==> src/rtl/clic_pkg.sv <==
// Shared types and helpers for the CLIC interrupt gateway.
package clic_pkg;

   typedef enum logic {
      CLAIM_IDLE = 1'b0,
      CLAIM_ACK  = 1'b1
   } claim_state_e;

   // Claim id width for n sources; never narrower than one bit.
   function automatic int id_width(input int n);
      return (n > 1) ? $clog2(n) : 1;
   endfunction

endpackage : clic_pkg

==> src/rtl/clic_int_gateway_src.sv <==
// One interrupt source slice: synchroniser, previous-value register, edge
// detect and the pending flop for level or edge trigger mode.
module clic_int_gateway_src
   import clic_pkg::*;
#(
   parameter int SYNC_STAGES = 2
) (
   input  logic clk_i,
   input  logic rst_ni,
   input  logic irq_src_i,
   input  logic le_i,
   input  logic pol_i,
   input  logic sw_set_i,
   input  logic sw_clr_i,
   input  logic claim_hit_i,
   output logic ip_o
);

   if (SYNC_STAGES < 2) begin : g_bad_sync
      $error("clic_int_gateway_src: SYNC_STAGES must be at least 2");
   end

   logic [SYNC_STAGES-1:0] sync_q;
   logic                   prev_q;
   logic                   s;
   logic                   edge_det;
   logic                   ip_d;

   assign s = sync_q[SYNC_STAGES-1];

   // Detection runs on the raw synchronised value, so a polarity change alone
   // can never fabricate an edge.
   assign edge_det = pol_i ? (~s & prev_q) : (s & ~prev_q);

   always_comb begin
      // NOTE: default first so every path assigns ip_d and no latch is inferred.
      ip_d = ip_o;
      if (!le_i) begin
         ip_d = s ^ pol_i;
      end else if (edge_det || sw_set_i) begin
         ip_d = 1'b1;
      end else if (claim_hit_i || sw_clr_i) begin
         ip_d = 1'b0;
      end
   end

   always_ff @(posedge clk_i or negedge rst_ni) begin
      // NOTE: non-blocking assignments so every flop samples pre-edge values.
      if (!rst_ni) begin
         sync_q <= '0;
         prev_q <= 1'b0;
         ip_o   <= 1'b0;
      end else begin
         sync_q <= {sync_q[SYNC_STAGES-2:0], irq_src_i};
         prev_q <= s;
         ip_o   <= ip_d;
      end
   end

endmodule : clic_int_gateway_src

==> src/rtl/clic_int_gateway.sv <==
// CLIC interrupt gateway: per-source trigger handling plus the claim handshake
// that clears edge-mode pending bits.
module clic_int_gateway
   import clic_pkg::*;
#(
   parameter  int N_SOURCE    = 32,
   parameter  int SYNC_STAGES = 2,
   localparam int IDW         = id_width(N_SOURCE)
) (
   input  logic                clk_i,
   input  logic                rst_ni,
   input  logic [N_SOURCE-1:0] irq_src_i,
   input  logic [N_SOURCE-1:0] le_i,
   input  logic [N_SOURCE-1:0] pol_i,
   input  logic [N_SOURCE-1:0] sw_set_i,
   input  logic [N_SOURCE-1:0] sw_clr_i,
   input  logic                claim_valid_i,
   input  logic [IDW-1:0]      claim_id_i,
   output logic                claim_ready_o,
   output logic                claim_ack_o,
   output logic [IDW-1:0]      claim_ack_id_o,
   output logic                claim_ack_edge_o,
   output logic [N_SOURCE-1:0] ip_o
);

   claim_state_e        state_q, state_d;
   logic                accept;
   logic                id_in_range;
   logic [N_SOURCE-1:0] claim_hit;
   logic                edge_flag;

   assign accept      = (state_q == CLAIM_IDLE) && claim_valid_i;
   assign id_in_range = int'(claim_id_i) < N_SOURCE;

   for (genvar i = 0; i < N_SOURCE; i++) begin : g_src
      assign claim_hit[i] = accept && id_in_range && (claim_id_i == IDW'(i));

      clic_int_gateway_src #(
         .SYNC_STAGES (SYNC_STAGES)
      ) u_src (
         .clk_i       (clk_i),
         .rst_ni      (rst_ni),
         .irq_src_i   (irq_src_i[i]),
         .le_i        (le_i[i]),
         .pol_i       (pol_i[i]),
         .sw_set_i    (sw_set_i[i]),
         .sw_clr_i    (sw_clr_i[i]),
         .claim_hit_i (claim_hit[i]),
         .ip_o        (ip_o[i])
      );
   end

   // Out-of-range ids hit nothing, so the flag reads 0 for them.
   assign edge_flag = |(claim_hit & le_i & ip_o);

   always_ff @(posedge clk_i or negedge rst_ni) begin
      if (!rst_ni) begin
         state_q          <= CLAIM_IDLE;
         claim_ack_id_o   <= '0;
         claim_ack_edge_o <= 1'b0;
      end else begin
         state_q <= state_d;
         if (accept) begin
            claim_ack_id_o   <= claim_id_i;
            claim_ack_edge_o <= edge_flag;
         end
      end
   end

   always_comb begin
      state_d = state_q;
      unique case (state_q)
         CLAIM_IDLE: if (claim_valid_i) state_d = CLAIM_ACK;
         CLAIM_ACK:  state_d = CLAIM_IDLE;
         default:    state_d = CLAIM_IDLE;
      endcase
   end

   always_comb begin
      claim_ready_o = 1'b0;
      claim_ack_o   = 1'b0;
      unique case (state_q)
         CLAIM_IDLE: claim_ready_o = 1'b1;
         CLAIM_ACK:  claim_ack_o   = 1'b1;
         default:    claim_ready_o = 1'b1;
      endcase
   end

endmodule : clic_int_gateway

==> config.mk <==
export PLATFORM = sky130hd
export DESIGN_NAME = clic_int_gateway
export DESIGN_NICKNAME = d
export VERILOG_FILES = /design/src/rtl/clic_pkg.sv /design/src/rtl/clic_int_gateway_src.sv /design/src/rtl/clic_int_gateway.sv
export SDC_FILE = /design/constraint.sdc
export NUM_CORES = 1
export LEC_CHECK = 0
export CAP_MARGIN = 20
export CORE_MARGIN = 3
export CORE_UTILIZATION = 55
export DETAILED_ROUTE_END_ITERATION = 16
export DONT_BUFFER_PORTS = 1
export GPL_ROUTABILITY_DRIVEN = 0
export HOLD_SLACK_MARGIN = 0.06
export PLACE_DENSITY = 0.7
export SETUP_SLACK_MARGIN = 0.02
export SYNTH_ARGS = -nofsm -noshare
export SYNTH_HDL_FRONTEND = slang
export SYNTH_SLANG_ARGS = --single-unit
==> constraint.sdc <==
create_clock -name clk_i -period 2.54 [get_ports clk_i]
set_clock_uncertainty 0.2 [all_clocks]
set_input_delay 0.762 -clock clk_i [delete_from_list [all_inputs] [get_ports clk_i]]
set_output_delay 0.762 -clock clk_i [all_outputs]
set_load 0.1 [all_outputs]
-- Word level (Yosys, flattened, before mapping)
Index checks and enable logic that the tools add are counted.
- bitwise operators: 163
- muxes and demuxes: 132
- eq/ne operators: 63
- reductions and logical operators: 99
- operators by type and width (operator ; count):
    1-bit 2-to-1 mux ; 131
    3-bit by 1-bit != test with 1-bit output, second input constant ; 32
    5-bit equality test, second input constant ; 16
    1-bit inverter ; 65
    1-bit AND ; 64
    32-bit AND ; 2
    1-bit logical OR ; 64
    5-bit by 4-bit equality test with 1-bit output, second input constant ; 8
    1-bit logical AND ; 33
    32-bit OR reduction ; 1
    1-bit XOR ; 32
    5-bit by 3-bit equality test with 1-bit output, second input constant ; 4
    5-bit by 2-bit equality test with 1-bit output, second input constant ; 2
    5-bit by 1-bit equality test with 1-bit output, second input constant ; 1
    5-bit zero test ; 1
    1-bit case mux with 2 select lines ; 1
- word-level logic and storage cells: 556
- input bits: 168
- flip-flop bits (word level): 135
- output and inout bits: 40

-- Longest topological paths before layout
- depth after elaboration: 7
- depth in mapped cells: 7

-- Modules after synthesis
A second synthesis with hierarchy kept.
- cells, all modules: 498
- area total of the unflattened synthesis: 5520.3 um^2
- by module, submodules not included (module ; times used ; area each (um^2) ; cells an instance):
    clic_int_gateway_src ; 32 ; 142.6 ; 11
    clic_int_gateway ; 1 ; 955.9 ; 146

-- Worst setup path after synthesis
No wires, ideal clock.
- path kind: flip-flop to output port
- start: reg state_q
- end: out claim_ready_o
- data required time: 1578 ps
- arrival: 1602 ps
- cell stages (with the launch flop): 2
- setup slack: -24 ps
- buffers on the path: 0
- cell sequence: dfrtp_1 > inv_1
- longest elaborated chain between the ends: 1
- RTL lines (item ; line ; text):
    from (decl) ; clic_int_gateway.sv:26 ; claim_state_e state_q, state_d;
    from (signal assigned) ; clic_int_gateway.sv:62 ; state_q <= state_d;
    1-bit 2-to-1 mux ; clic_int_gateway.sv:82 ; unique case (state_q)
    to (decl) ; clic_int_gateway.sv:19 ; output logic claim_ready_o,
No other way between the ends.

-- Final worst setup path
Ends and elaborated chain as after synthesis.

==> flow_summary_export.csv <==
group,metric,value,unit
run_status,outcome,"finished with violations",
run_status,violations,"hold timing",
yosys,syn_area_per_cell,11.38,sq um
layout,nFillCells,700,
die,die_h,108.3,microns
placement,dp.cells,646,
layout,layout.nets,732,
yosys,synthCells,506,
drt,dr.first_iter.drc_count,243,
layout,syn_to_final_growth,20.96,%
drt,wl,15.18,mm
worst_setup_path,cp_data_required_time,1.58,ns
yosys,synth_flop_cell,"dfrtp_1",
hold_path,holdCritPathClass,"input pin to asynchronous set/reset pin",
layout,final_cells,711,
timing,layout_setup_ws,0.07600,ns
layout,final_common_cell,"dfrtp_1",
yosys,ys_warn_count,0,
layout,final_cell_mix,"134 x dfrtp_1, 49 x buf_4, 33 x o21ai_0, 33 x and3_1",
drt,dr_total_vias,4165,
yosys,seq_area_frac_synth,0.5866,
drt,ant_nets,0,
die,core,9955,sq um
yosys,synth_edf_count,0,
drt,viasPerCell,5.858,
job,maxCapViolations,0,
timing,finalMaxSlewViolations,0,
worst_setup_path,r2r_slack,0.47,ns
global_route,antenna_found_initial,0,
yosys,async_flop_share,1.000,
worst_setup_path,end_kind,"primary output",
yosys,synthTopCellsByArea,"dfrtp_1 59%, xnor2_1 4.4%, buf_4 4.2%",
clocking,clock_latency,0.52,ns
worst_setup_path,cp_max_fo,4,
yosys,yosysUniqueCellTypes,43,
drt,first_pass_iters,4,
drt,post-route-drc-count,0,
die,num_io_pins,208,
clocking,htree_levels,4,
global_route,grt_max_degree,136,
clocking,cts_hold_buf,32,
power_and_ir_drop,power,6.086,mW
timing,hold_ws,-0.2669,ns
die,die-area,11740,sq um
timing,setup_tns,0,ns
clocking,cts_buffers,17,
clocking,root_buffer,"clkbuf_8",
timing,setup_viol,0,
drt,post_drt_wl_per_cell,21.34,microns
power_and_ir_drop,irDropWorstVdd,0.5468,mV
power_and_ir_drop,net-switching-power,1.876,mW
layout,multiInputGateArea,2047,sq um
worst_setup_path,start_kind,"flip-flop",
clocking,postCtsSetupBuffers,0,
placement,dp_slack,0.1414,ns
global_route,grt-ovfl-total,0,
die,die_w,108.3,microns
yosys,syn-cell-area,5759,sq um
power_and_ir_drop,p_leak,3.023,nW
power_and_ir_drop,combPwrFrac,0.174,
global_route,grt_pass1_wl,22.71,mm
timing,clock.fmax,405.8,MHz
timing,rsz0062_at_grt,"no",
power_and_ir_drop,switching_share,0.3083,
clocking,cts.clk_slew.worst_paths,0.06,ns
layout,regArea,3379,sq um
die,rows,36,
yosys,synth_top_cell_by_area,"dfrtp_1",
die,start_util,0.5786,
timing,hold_violations,135,
timing,fin_crit_sh,0.9701,
power_and_ir_drop,power_density,873.6,nW/um^2
power_and_ir_drop,clock_power_share,0.431,
timing,slew_headroom,0.3806,
yosys,synth.top_cell.area_share,0.5866,
global_route,grt_pass1_vias,4437,
placement,dpl.hpwl,10.74,mm
placement,portBuffers,0,
power_and_ir_drop,power.internal,4.210,mW
clocking,cts.sinks,135,
worst_setup_path,cp.arrival,1.50,ns
timing,post-route-min-period,2.464,ns
yosys,syn_nets,674,
power_and_ir_drop,seqPwrFrac,0.395,
timing,worst_slew_pin_slew,0.9291,ns
yosys,ys_seq_elements,135,
worst_setup_path,worst-setup-path-type,"flip-flop to primary output",
layout,drive_above_1_share,0.1508,
global_route,grtUsageTotal,0.2602,
clocking,cts_buffer_depth,2,
clocking,cts_tree,"done",
-- repair_timing --
action | in CTS | in global routing
resized for setup | 1 | 0
endpoints found under the setup margin | 1 | 0
endpoints found under the hold margin | 167 | 135
-- final cells by class --
| class | count | share of cell area |
|---|---|---|
| clock inverter | 15 | 0.03107 |
| sequential | 135 | 0.4851 |
| inverter | 10 | 0.005927 |
| tap | 133 | 0.02389 |
| antenna | 1 | 0.0003592 |
| clock buffer | 17 | 0.05945 |
| multi-input combinational | 318 | 0.2938 |
| timing repair buffer | 82 | 0.1004 |
-- cells by family after synthesis --
kind of cell,share of synthesized area
DFF,0.5866
buffers and inverters,0.05801
xor gates and xnor gates,0.04410
and+or+nand+nor,0.1762
AOI/OAI and AO/OA,0.1351
-- Yosys cell counts, drive strengths merged, types with 4 or more instances --
cell and number:
dfrtp 135, o21ai 41, buf 40, and3 33, nand2b 32, nor3b 32, o31ai 30, xnor2 29
a21oi 27, nand2 25, nor2 11, inv 10, nand3 9, nor3 5, a211oi 4, a311oi 4
a31oi 4, nand3b 4, nand4b 4
-- power by group through the flow --
| stage | sequential [mW] | clock (mW) | combinational (mW) |
|---|---|---|---|
| 2_1_floorplan | 2.53 | 0 | 0.816 |
| 3_3_place_gp | 2.43 | 0 | 1.00 |
| 3_5_place_dp | 2.44 | 0 | 1.01 |
| 4_1_cts | 2.41 | 2.64 | 1.06 |
| 5_1_grt | 2.42 | 2.73 | 1.11 |
| 6_report | 2.41 | 2.62 | 1.06 |
-- worst max-delay path: stages (launching register included) --
cell and delay (ns):
dfrtp_2 0.43, buf_6 0.19, clkinvlp_4 0.08, buf_4 0.27
-- path summary, 6_finish.rpt --
| kind | start | to | cells after the start |
|---|---|---|---|
| max | state_q$_DFF_PN0_ | claim_ready_o | 3 |
| min | rst_ni | g_src[21].u_src.ip_o$_DFFE_PN0P_ | 0 |
| max reg2reg | state_q$_DFF_PN0_ | claim_ack_edge_o$_DFFE_PN0P_ | 5 |
| min reg2reg | g_src[15].u_src.sync_q[0]$_DFF_PN0_ | g_src[15].u_src.sync_q[1]$_DFF_PN0_ | 0 |
| max in group asynchronous | rst_ni | g_src[3].u_src.sync_q[1]$_DFF_PN0_ | 0 |
| min in group clk_i | g_src[15].u_src.sync_q[0]$_DFF_PN0_ | g_src[15].u_src.sync_q[1]$_DFF_PN0_ | 0 |
-- registers in the layout, summed over array words and instances, names as in the netlist --
signal	cells
g_src.u_src.prev_q	32
g_src.u_src.sync_q	64
claim_ack_edge_o	1
claim_ack_id_o	5
state_q	1
g_src.u_src.ip_o	32
-- layer usage --
metal / track usage / part of all wire / vias up
met5: 0 / 0 / -
met4: 0.09378 / 0.017 / 0
met3: 0.08716 / 0.087 / 22
met2: 0.4409 / 0.50 / 178
met1: 0.3107 / 0.40 / 2054
li1: - / - / 1911
-- through the flow --
| stage | utilization | cell area [sq um] |
|---|---|---|
| finish | 0.6998 | 6967 |
| global route | 0.6996 | 6964 |
| CTS | 0.6996 | 6964 |
| detailed placement | 0.6037 | 6010 |
| global placement | 0.6037 | 6010 |
| floorplan | - | 5764 |
No activity file was read; power rests on OpenSTA's default activity.
